[src/rtl/psum_drain_pkg.sv]
// rtl/psum_drain_pkg.sv - shared widths, FSM state type and requantization helper for psum_drain
package psum_drain_pkg;

    localparam int PSUM_W  = 32;
    localparam int ACT_W   = 8;
    localparam int SHIFT_W = 5;
    localparam int ACT_MAX = (1 << ACT_W) - 1;

    typedef enum logic [1:0] {
        IDLE  = 2'd0,
        ACCUM = 2'd1,
        DRAIN = 2'd2
    } state_t;

    // ReLU, round-half-up right shift, saturate to ACT_W bits; one guard bit absorbs the rounding carry
    function automatic logic [ACT_W-1:0] requantize(
        input logic signed [PSUM_W-1:0]  v,
        input logic        [SHIFT_W-1:0] shift
    );
        logic [PSUM_W:0]    ext;
        logic [PSUM_W:0]    rnd;
        logic [PSUM_W:0]    r;
        logic [ACT_W-1:0]   res;
        ext = {1'b0, v};
        rnd = '0;
        if (shift != '0) begin
            rnd = (PSUM_W+1)'(1) << (shift - SHIFT_W'(1));
        end
        r = (ext + rnd) >> shift;
        if (v <= 0) begin
            res = '0;
        end else if (r > (PSUM_W+1)'(ACT_MAX)) begin
            res = '1;
        end else begin
            res = r[ACT_W-1:0];
        end
        return res;
    endfunction

endpackage

[src/rtl/psum_buffer.sv]
// rtl/psum_buffer.sv - DEPTH x WIDTH single-clock RAM, one sync write port, one sync read port
module psum_buffer #(
    parameter int DEPTH = 16,
    parameter int WIDTH = 32,
    parameter int AW    = $clog2(DEPTH)
) (
    input  logic             clk,
    input  logic             we_i,
    input  logic [AW-1:0]    waddr_i,
    input  logic [WIDTH-1:0] wdata_i,
    input  logic             re_i,
    input  logic [AW-1:0]    raddr_i,
    output logic [WIDTH-1:0] rdata_o
);

    logic [WIDTH-1:0] mem [DEPTH];
    logic [WIDTH-1:0] rdata_q;

    always_ff @(posedge clk) begin
        if (we_i) begin
            mem[waddr_i] <= wdata_i;
        end
    end

    // Read-during-write to the same address returns the old contents
    always_ff @(posedge clk) begin
        if (re_i) begin
            rdata_q <= mem[raddr_i];
        end
    end

    assign rdata_o = rdata_q;

endmodule

[src/rtl/psum_drain.sv]
// rtl/psum_drain.sv - multi-pass partial-sum accumulator with requantized valid/ready drain
module psum_drain
    import psum_drain_pkg::*;
#(
    parameter int accumulationPar = PSUM_W,
    parameter int weightPar       = ACT_W,
    parameter int DEPTH           = 16,
    parameter int PASS_W          = 4
) (
    input  logic                       clk,
    input  logic                       rst,
    input  logic                       start,
    input  logic [PASS_W-1:0]          cfg_passes,
    input  logic [SHIFT_W-1:0]         cfg_shift,
    input  logic                       in_valid,
    input  logic [accumulationPar-1:0] in_psum,
    output logic                       out_valid,
    input  logic                       out_ready,
    output logic [weightPar-1:0]       out_data,
    output logic                       busy,
    output logic                       done
);

    localparam int AW = $clog2(DEPTH);
    localparam int CW = AW + 1;
    localparam logic [AW-1:0] LAST_ADDR = AW'(DEPTH - 1);
    localparam logic [CW-1:0] RD_END    = CW'(DEPTH);

    state_t                 state_q, state_d;
    logic [AW-1:0]          addr_q, addr_d;
    logic [PASS_W-1:0]      pass_q, pass_d;
    logic [PASS_W-1:0]      passes_q, passes_d;
    logic [SHIFT_W-1:0]     shift_q, shift_d;
    logic [CW-1:0]          rd_ptr_q, rd_ptr_d;
    logic [AW-1:0]          xfer_cnt_q, xfer_cnt_d;
    logic                   s1_valid_q, s1_valid_d;
    logic                   out_valid_q, out_valid_d;
    logic [weightPar-1:0]   out_data_q, out_data_d;
    logic                   done_q, done_d;
    logic                   busy_q, busy_d;

    logic                       buf_we;
    logic [AW-1:0]              buf_waddr;
    logic [accumulationPar-1:0] buf_wdata;
    logic                       buf_re;
    logic [AW-1:0]              buf_raddr;
    logic [accumulationPar-1:0] buf_rdata;

    logic load_out;
    logic xfer;

    psum_buffer #(
        .DEPTH (DEPTH),
        .WIDTH (accumulationPar),
        .AW    (AW)
    ) u_buf (
        .clk     (clk),
        .we_i    (buf_we),
        .waddr_i (buf_waddr),
        .wdata_i (buf_wdata),
        .re_i    (buf_re),
        .raddr_i (buf_raddr),
        .rdata_o (buf_rdata)
    );

    // s1 is the RAM output stage; it refills whenever it is empty or moving into the output register
    assign load_out = s1_valid_q && (!out_valid_q || out_ready);
    assign xfer     = out_valid_q && out_ready;

    always_comb begin
        state_d     = state_q;
        addr_d      = addr_q;
        pass_d      = pass_q;
        passes_d    = passes_q;
        shift_d     = shift_q;
        rd_ptr_d    = rd_ptr_q;
        xfer_cnt_d  = xfer_cnt_q;
        s1_valid_d  = s1_valid_q;
        out_valid_d = out_valid_q;
        out_data_d  = out_data_q;
        done_d      = 1'b0;
        buf_we      = 1'b0;
        buf_waddr   = addr_q;
        buf_wdata   = in_psum;
        buf_re      = 1'b0;
        buf_raddr   = addr_q;

        unique case (state_q)
            IDLE: begin
                if (start) begin
                    state_d  = ACCUM;
                    addr_d   = '0;
                    pass_d   = '0;
                    passes_d = (cfg_passes == '0) ? PASS_W'(1) : cfg_passes;
                    shift_d  = cfg_shift;
                end
            end
            ACCUM: begin
                if (in_valid) begin
                    buf_we = 1'b1;
                    if (pass_q != '0) begin
                        buf_wdata = buf_rdata + in_psum;
                    end
                    addr_d = addr_q + 1'b1;
                    if (addr_q == LAST_ADDR) begin
                        pass_d = pass_q + 1'b1;
                        if (pass_q == passes_q - 1'b1) begin
                            state_d    = DRAIN;
                            rd_ptr_d   = '0;
                            xfer_cnt_d = '0;
                            s1_valid_d = 1'b0;
                        end
                    end
                end
                // Read ahead at the next write address so the old sum is ready when its sample arrives
                buf_re    = 1'b1;
                buf_raddr = addr_d;
            end
            DRAIN: begin
                if (load_out) begin
                    out_data_d  = requantize(buf_rdata, shift_q);
                    out_valid_d = 1'b1;
                end else if (xfer) begin
                    out_valid_d = 1'b0;
                end
                if ((rd_ptr_q != RD_END) && (!s1_valid_q || load_out)) begin
                    buf_re     = 1'b1;
                    buf_raddr  = rd_ptr_q[AW-1:0];
                    rd_ptr_d   = rd_ptr_q + 1'b1;
                    s1_valid_d = 1'b1;
                end else if (load_out) begin
                    s1_valid_d = 1'b0;
                end
                if (xfer) begin
                    xfer_cnt_d = xfer_cnt_q + 1'b1;
                    if (xfer_cnt_q == LAST_ADDR) begin
                        state_d = IDLE;
                        done_d  = 1'b1;
                    end
                end
            end
            default: begin
                state_d = IDLE;
            end
        endcase

        busy_d = (state_d != IDLE);
    end

    always_ff @(posedge clk or posedge rst) begin
        if (rst) begin
            state_q     <= IDLE;
            addr_q      <= '0;
            pass_q      <= '0;
            passes_q    <= '0;
            shift_q     <= '0;
            rd_ptr_q    <= '0;
            xfer_cnt_q  <= '0;
            s1_valid_q  <= 1'b0;
            out_valid_q <= 1'b0;
            out_data_q  <= '0;
            done_q      <= 1'b0;
            busy_q      <= 1'b0;
        end else begin
            state_q     <= state_d;
            addr_q      <= addr_d;
            pass_q      <= pass_d;
            passes_q    <= passes_d;
            shift_q     <= shift_d;
            rd_ptr_q    <= rd_ptr_d;
            xfer_cnt_q  <= xfer_cnt_d;
            s1_valid_q  <= s1_valid_d;
            out_valid_q <= out_valid_d;
            out_data_q  <= out_data_d;
            done_q      <= done_d;
            busy_q      <= busy_d;
        end
    end

    assign out_valid = out_valid_q;
    assign out_data  = out_data_q;
    assign busy      = busy_q;
    assign done      = done_q;

endmodule
[config.mk]
export PLATFORM = sky130hd
export DESIGN_NAME = psum_drain
export DESIGN_NICKNAME = d
export VERILOG_FILES = /design/src/rtl/psum_drain_pkg.sv /design/src/rtl/psum_buffer.sv /design/src/rtl/psum_drain.sv
export SDC_FILE = /design/constraint.sdc
export NUM_CORES = 1
export LEC_CHECK = 0
export BUFFER_PORTS_ARGS = -buffer_cell sky130_fd_sc_hd__buf_2
export CAP_MARGIN = 20
export CORE_MARGIN = 4
export CORE_UTILIZATION = 30
export DETAILED_ROUTE_END_ITERATION = 8
export GPL_TIMING_DRIVEN = 1
export PLACE_DENSITY = 0.53
export RECOVER_POWER = 25
export SLEW_MARGIN = 30
export SYNTH_ARGS = -nofsm -noshare
export SYNTH_HDL_FRONTEND = slang
export SYNTH_SLANG_ARGS = --single-unit
[constraint.sdc]
create_clock -name clk -period 8.77 [get_ports clk]
set_input_delay 0.4385 -clock clk [delete_from_list [all_inputs] [get_ports clk]]
set_output_delay 0.4385 -clock clk [all_outputs]
set_load 0.01 [all_outputs]
Word-level counts from Yosys, hierarchy flattened
Memories as Yosys holds them, arrays and structs flattened. A register that Yosys moved wholly into a read port is not among the register bits.
Index checks and enable logic that the tools add are counted.
{"block": "word_totals", "register_bits": 40, "mem_bits_rw": 512, "input_bits": 46, "elab_cells": 112, "memories": 1}
{"name": "u_buf.mem", "depth": 16, "word_bits": 32, "rd": 1, "rd_clocked_by_memory_dff": 1, "wr": 1, "line_no": "psum_buffer.sv:16", "text": "logic [WIDTH-1:0] mem [DEPTH];"}
{"block": "op_classes", "add_sub_neg": 8, "magnitude_cmp": 2, "n_eq_ne": 13, "shifts": 2, "n_mux": 51, "n_reduce_logical": 23}
{"cell": "$mux 33", "count": 3}
{"cell": "$mux 32", "count": 3}
{"cell": "$mux 4", "count": 10}
{"cell": "$add 32x33->33", "count": 1}
{"cell": "$gt 33x8->1 const B", "count": 1}
{"cell": "$shl 1x5->33 const A", "count": 1}
{"cell": "$shr 33x5->33", "count": 1}
{"cell": "$add 32x32->32", "count": 1}
{"cell": "$le 32x1->1 const B", "count": 1}
{"cell": "$pmux 4 s2", "count": 4}
{"cell": "$mux 5", "count": 4}
{"cell": "$mux 8", "count": 2}
{"cell": "$mux 1", "count": 15}
{"cell": "$reduce_and 5->1", "count": 3}
{"cell": "$add 4x1->4 const B", "count": 3}
{"cell": "$mux 2", "count": 6}
{"cell": "$ne 2x2->1 const B", "count": 6}
{"cell": "$pmux 5 s2", "count": 1}
{"cell": "$eq 4x4->1 const B", "count": 2}
{"cell": "$reduce_and 2->1", "count": 4}
{"cell": "$reduce_bool 2->1", "count": 4}
{"cell": "$pmux 2 s3", "count": 1}
{"cell": "$add 5x1->5 const B", "count": 1}
{"cell": "$ne 5x5->1 const B", "count": 1}
{"cell": "15 further kinds", "count": 20}

Depth between registers and ports, before layout
{"block": "depth", "depth_word": 10, "ltp_mapped": 22, "depth_no_buf": 18}

Cells and area by module
From an unflattened synthesis, not the netlist that was laid out.
{"block": "unflattened", "cells_unflattened": 2026, "area_unflattened_um2": 28488.6}
{"module": "psum_buffer", "n_inst": 1, "cells_each": 838, "area_each_um2": 20155.6, "seq_area_each_um2": 16335.7}
{"module": "psum_drain", "n_inst": 1, "cells_each": 1188, "area_each_um2": 8333.0, "seq_area_each_um2": 1001.0}

Worst setup path after synthesis
No wires, ideal clock.
{"block": "synth_timing", "kind": "register to register", "from": "register shift_q[2]", "to": "register out_data_q[0] (netlist: out_data[0])", "setup_ns": 0.157, "t_arrival_ns": 5.027, "t_required_ns": 8.613, "slack_ns": 3.587, "path_stages_with_launch": 23, "n_path_buf": 5, "synth_period_minus_slack_ns": 5.183, "path_cell_list": "dfrtp_1 inv_1 buf_2 buf_1 buf_1 nor2_1 nand2_1 nor2_1 ha_1 buf_6 a21o_1 a21o_1 a211o_1 a211o_1 o2111a_1 and3_1 clkbuf_2 mux4_2 a2111oi_2 o32a_2 a21oi_2 o32ai_4 a31oi_1"}
{"block": "synth_via", "elab_chain_cells": 10}
{"item": "start, declared", "line_no": "psum_drain.sv:33", "text": "logic [SHIFT_W-1:0] shift_q, shift_d;"}
{"item": "start signal, assigned", "line_no": "psum_drain.sv:169", "text": "shift_q <= shift_d;"}
{"item": "$sub 5x1->5", "line_no": "psum_drain_pkg.sv:27", "text": "rnd = (PSUM_W+1)'(1) << (shift - SHIFT_W'(1));"}
{"item": "$shl 1x5->33", "line_no": "psum_drain_pkg.sv:27"}
{"item": "$mux 33", "line_no": "psum_drain_pkg.sv:26", "text": "if (shift != '0) begin"}
{"item": "$mux 33", "line_no": "psum_drain.sv:120", "text": "if (load_out) begin"}
{"item": "$mux 33", "line_no": "psum_drain.sv:88", "text": "unique case (state_q)"}
{"item": "$add 32x33->33", "line_no": "psum_drain_pkg.sv:29", "text": "r = (ext + rnd) >> shift;"}
{"item": "$shr 33x5->33 *", "line_no": "psum_drain_pkg.sv:29"}
{"item": "$gt 33x8->1", "line_no": "psum_drain_pkg.sv:32", "text": "end else if (r > (PSUM_W+1)'(ACT_MAX)) begin"}
{"item": "$mux 8 *", "line_no": "psum_drain_pkg.sv:32"}
{"item": "$mux 8 *", "line_no": "psum_drain_pkg.sv:30", "text": "if (v <= 0) begin"}
{"item": "end signal, assigned", "line_no": "psum_drain.sv:174", "text": "out_data_q <= out_data_d;"}
{"item": "end, declared", "line_no": "psum_drain.sv:38", "text": "logic [weightPar-1:0] out_data_q, out_data_d;"}
Every way passes the cells marked *; elsewhere a longest branch is shown, timed or not. The select of a mux whose other input is x is not followed.
A chain may end at the register's enable or synchronous reset.

Worst setup path in the final report
{"block": "layout_timing", "from": "register shift_q[3]", "to": "register out_data_q[4] (netlist: out_data[4])"}
The elaborated chain is that of the path after synthesis.

==> impl_metrics.yaml <==
sta:
  fin_setup_tns_ns: 0
  final_max_slew_viol_count: 401
  rsz0062_at_grt: "false"
  fin_crit_ns: 6.602
  finalCritPeriodShare_pct: 75.28
  tightest_slew_ns: 3.267
  fin_worst_skew_ns: 0.04456
  hold_viol: 0
  setup_viol: 0
  fmax_ghz: 0.1515
  max-slew-margin-rel_pct: -117.8
routing:
  wl_per_cell_um: 23.77
  final_antenna_net_count: 0
  first_pass_iters: 7
  vias_per_cell: 5.397
  via_count: 18727
  routed_wl_mm: 82.50
  drcViolationCount: 0
  drt_iter0_markers: 1516
clock_tree:
  cts_resized: 0
  cts_buffer_depth: 3
  numCtsBuffers: 66
  clk_latency_ns: 0.62
  ctsHtreeMaxLevel: 3
  cts_root_buf: "clkbuf_16"
  clock_sinks: 584
  cts.reportedPaths.clkPinSlew_ns: 0.05
  cts_tree: "done"
place:
  dpl-instance-area_sq_um: 31060
  dp_hpwl_mm: 48.64
  place_congestion: 0.9004
  placed_cells: 3353
  io_buffer_count: 56
setup_path:
  path_delay_family: "compound AO/OA/AOI/OAI gates"
  endpoint_kind: "register"
  worst_ep_required_time_ns: 9.20
  path_cells: "clkinv_1, nand2_1, nor3_1, ha_1, and3_1, a22oi_2, a21oi_1, o211ai_1, nand3_1, and3_1, mux4_2, mux2i_1, a41oi_1, o41ai_2, a31oi_1"
  max_stage_delay_ns: 0.92
  reg2reg_depth: 15
  cp_max_fo: 26
  crit_type: "register to register"
  slowest_stage: "dfrtp_1"
  cpMostUsedCell: "and3_1"
  worstPathArrival_ns: 7.03
  cp_num_buf_inv: 1
  start_kind: "register"
  cp.depth: 15
logic_synthesis:
  yosysUniqueCellTypes: 93
  ys_async_sr_fraction_pct: 6.849
  yosysTopAreaCell: "edfxtp_1"
  ys_warn_count: 0
  synth.area.top_cells: "edfxtp_1 (56%), mux4_2 (11%), dfrtp_1 (3.4%), ha_1 (3.3%), nand2_1 (2.7%)"
  yosysSeqAreaShare_pct: 59.68
  avgSynthCellArea_sq_um: 13.91
  synth_edf_count: 544
  synth_top_area_share_pct: 56.23
  synth_flop_cell: "edfxtp_1"
  syn_inst: 2089
  syn-num-nets: 2214
  ys_ff_latch: 584
  synthesis.area_sq_um: 29050
power_and_ir_drop:
  cellPowerDensity_nw_per_um2: 335.1
  irDropWorstVdd_mv: 0.1876
  leakagePower_nw: 11.40
  power_w: 0.01113
outcome:
  status: "finished, violations left"
  violations: "capacitance limit, slew limit"
grt:
  grt_pass1_vias: 18816
  grt_pass1_wl_mm: 121.9
  antenna_found_initial: 4
  gr-total-overflow: 0
  grt_use_total_pct: 15.78
  grt_max_degree: 129
floorplan:
  dieArea_sq_um: 101900
  ios: 57
  initial_core_util_pct: 30.39
  die_w_um: 319.2
  core_sq_um: 95580
  die_h_um: 319.2
  num_rows: 113
final_layout:
  drive_above_1_share_pct: 17.53
  finish.instance_area_sq_um: 33200
  fillers: 9334
  fin_cells: 3470
  final_net_count: 2282
  area_growth_syn_to_layout_pct: 14.29
job:
  maxCapViolations: 12
hold_path:
  hold-path-cell-count: 2
  hp-class: "primary input to register"
-- layer usage --
layer / routed length, um / track usage, % / up-vias
met4: 2178 / 4.667 / 2
met2: 39880 / 26.31 / 508
met5: 8 / 0 / -
li1: - / - / 8429
met3: 3998 / 2.448 / 129
met1: 36430 / 21.37 / 9659
-- layout make-up --
type	instances	area (sq um)	share of cell area, %
multi-input cells	1345	11240	33.86
diodes	3	7.507	0.02261
repair buffers	113	673.1	2.027
well taps	1265	1583	4.767
flip-flops and latches	584	17340	52.21
inverters	47	176.4	0.5313
clock buffers	80	1735	5.227
clock inverters	33	449.2	1.353
-- cell usage after synthesis (all sizes together), types with 8 or more instances --
cell type,number
a31oi,48
mux2i,18
nand2b,9
xnor2,28
a21o,37
nand2,211
inv,46
o22ai,10
a211o,10
edfxtp,544
o21ai,83
buf,40
a21boi,8
nor2,117
dfrtp,40
nand4,14
mux4,146
a21oi,78
nor3,37
a221oi,8
clkbuf,73
o211ai,13
o21bai,8
and2,47
or3,14
ha,77
xor2,26
a22oi,8
and3,17
mux2,15
o31ai,15
nor3b,8
o21a,15
nand3,43
nor4,16
a211oi,55
-- placed cells by master, fill, tap and decap left out, types with 9 or more instances in the layout --
master / synthesis / routed
o22ai_1: 10 / 10
clkbuf_1: 72 / 37
a211oi_1: 53 / 53
nor4_1: 15 / 15
a21o_1: 37 / 37
clkinv_2: 0 / 9
dfrtp_1: 40 / 40
or3_1: 13 / 13
and3_1: 17 / 17
a21oi_1: 77 / 76
and2_1: 45 / 44
xor2_1: 26 / 26
mux2_2: 15 / 15
buf_2: 12 / 45
nand2b_1: 9 / 9
nor2_1: 117 / 105
clkinv_1: 1 / 11
xnor2_1: 28 / 28
ha_1: 77 / 77
o31ai_1: 14 / 13
inv_1: 46 / 45
nor3_1: 37 / 33
clkbuf_16: 0 / 67
nand2_1: 211 / 210
edfxtp_1: 544 / 544
buf_4: 1 / 39
a31oi_1: 48 / 48
mux4_2: 146 / 146
nand3_1: 43 / 43
nand4_1: 14 / 14
o21a_1: 15 / 15
a211o_1: 10 / 10
mux2i_1: 18 / 18
o21ai_0: 78 / 78
o211ai_1: 13 / 13
nor2_4: 0 / 12
-- sequential cells by signal, indices dropped and copies added (netlist names) --
name,count
addr_q,4
busy,1
done,1
out_data,8
out_valid,1
pass_q,4
passes_q,4
rd_ptr_q,5
s1_valid_q,1
shift_q,5
state_q,2
u_buf.mem,512
u_buf.rdata_o,32
xfer_cnt_q,4
-- cell families after synthesis --
group | after synthesis | share of synthesized area (%)
and+or+nand+nor | 563 | 9.230
other | 1 | 0.01291
DFF | 584 | 59.68
muxes | 179 | 12.52
buffers and inverters | 160 | 2.162
AOI/OAI and AO/OA | 469 | 11.31
xor gates and xnor gates | 54 | 1.628
adders and majority gates | 79 | 3.454
-- final timing paths --
path | start | endpoint | slack, ns
max | shift_q[3]$_DFFE_PP0P_ | out_data[4]$_DFFE_PP0P_ | 2.17
min | cfg_shift[2] | shift_q[2]$_DFFE_PP0P_ | 0.08
max reg2reg | shift_q[3]$_DFFE_PP0P_ | out_data[4]$_DFFE_PP0P_ | 2.17
min reg2reg | xfer_cnt_q[0]$_DFFE_PP0P_ | xfer_cnt_q[0]$_DFFE_PP0P_ | 0.53
max in group asynchronous | rst | out_data[7]$_DFFE_PP0P_ | 6.21
min in group asynchronous | rst | busy$_DFF_PP0_ | 1.24
-- worst reg2reg max path, stage by stage, from the launching register on --
cell	delay [ns]
dfrtp_1	0.92
clkinv_1	0.81
nand2_1	0.45
nor3_1	0.09
ha_1	0.36
and3_1	0.21
a22oi_2	0.31
a21oi_1	0.19
o211ai_1	0.61
nand3_1	0.17
and3_1	0.26
mux4_2	0.55
mux2i_1	0.33
a41oi_1	0.21
o41ai_2	0.79
a31oi_1	0.17
-- through the flow --
step | hold WS, ns | setup slack (ns) | utilization, %
floorplan | 0.4778 | 3.587 | -
global placement | 0.4904 | 2.460 | 32.50
detailed placement | 0.5169 | 2.255 | 32.50
CTS | 0.04501 | 2.246 | 34.80
global route | 0.05467 | 1.727 | 34.74
finish | 0.07869 | 2.168 | 34.74
-- report_power, final --
part,switching (W),internal [W],leakage (nW),total (W)
sequential,0.000227,0.00333,5.42,0.00356
clock,0.00113,0.00161,1.05,0.00274
combinational,0.00289,0.00194,4.93,0.00483
-- what timing repair did --
action / in CTS / in global routing
buffers inserted: 0 / 0
endpoints found under the hold margin: 40 / 0
hold buffers: 1 / 0
No activity file was read; power rests on OpenSTA's default activity.
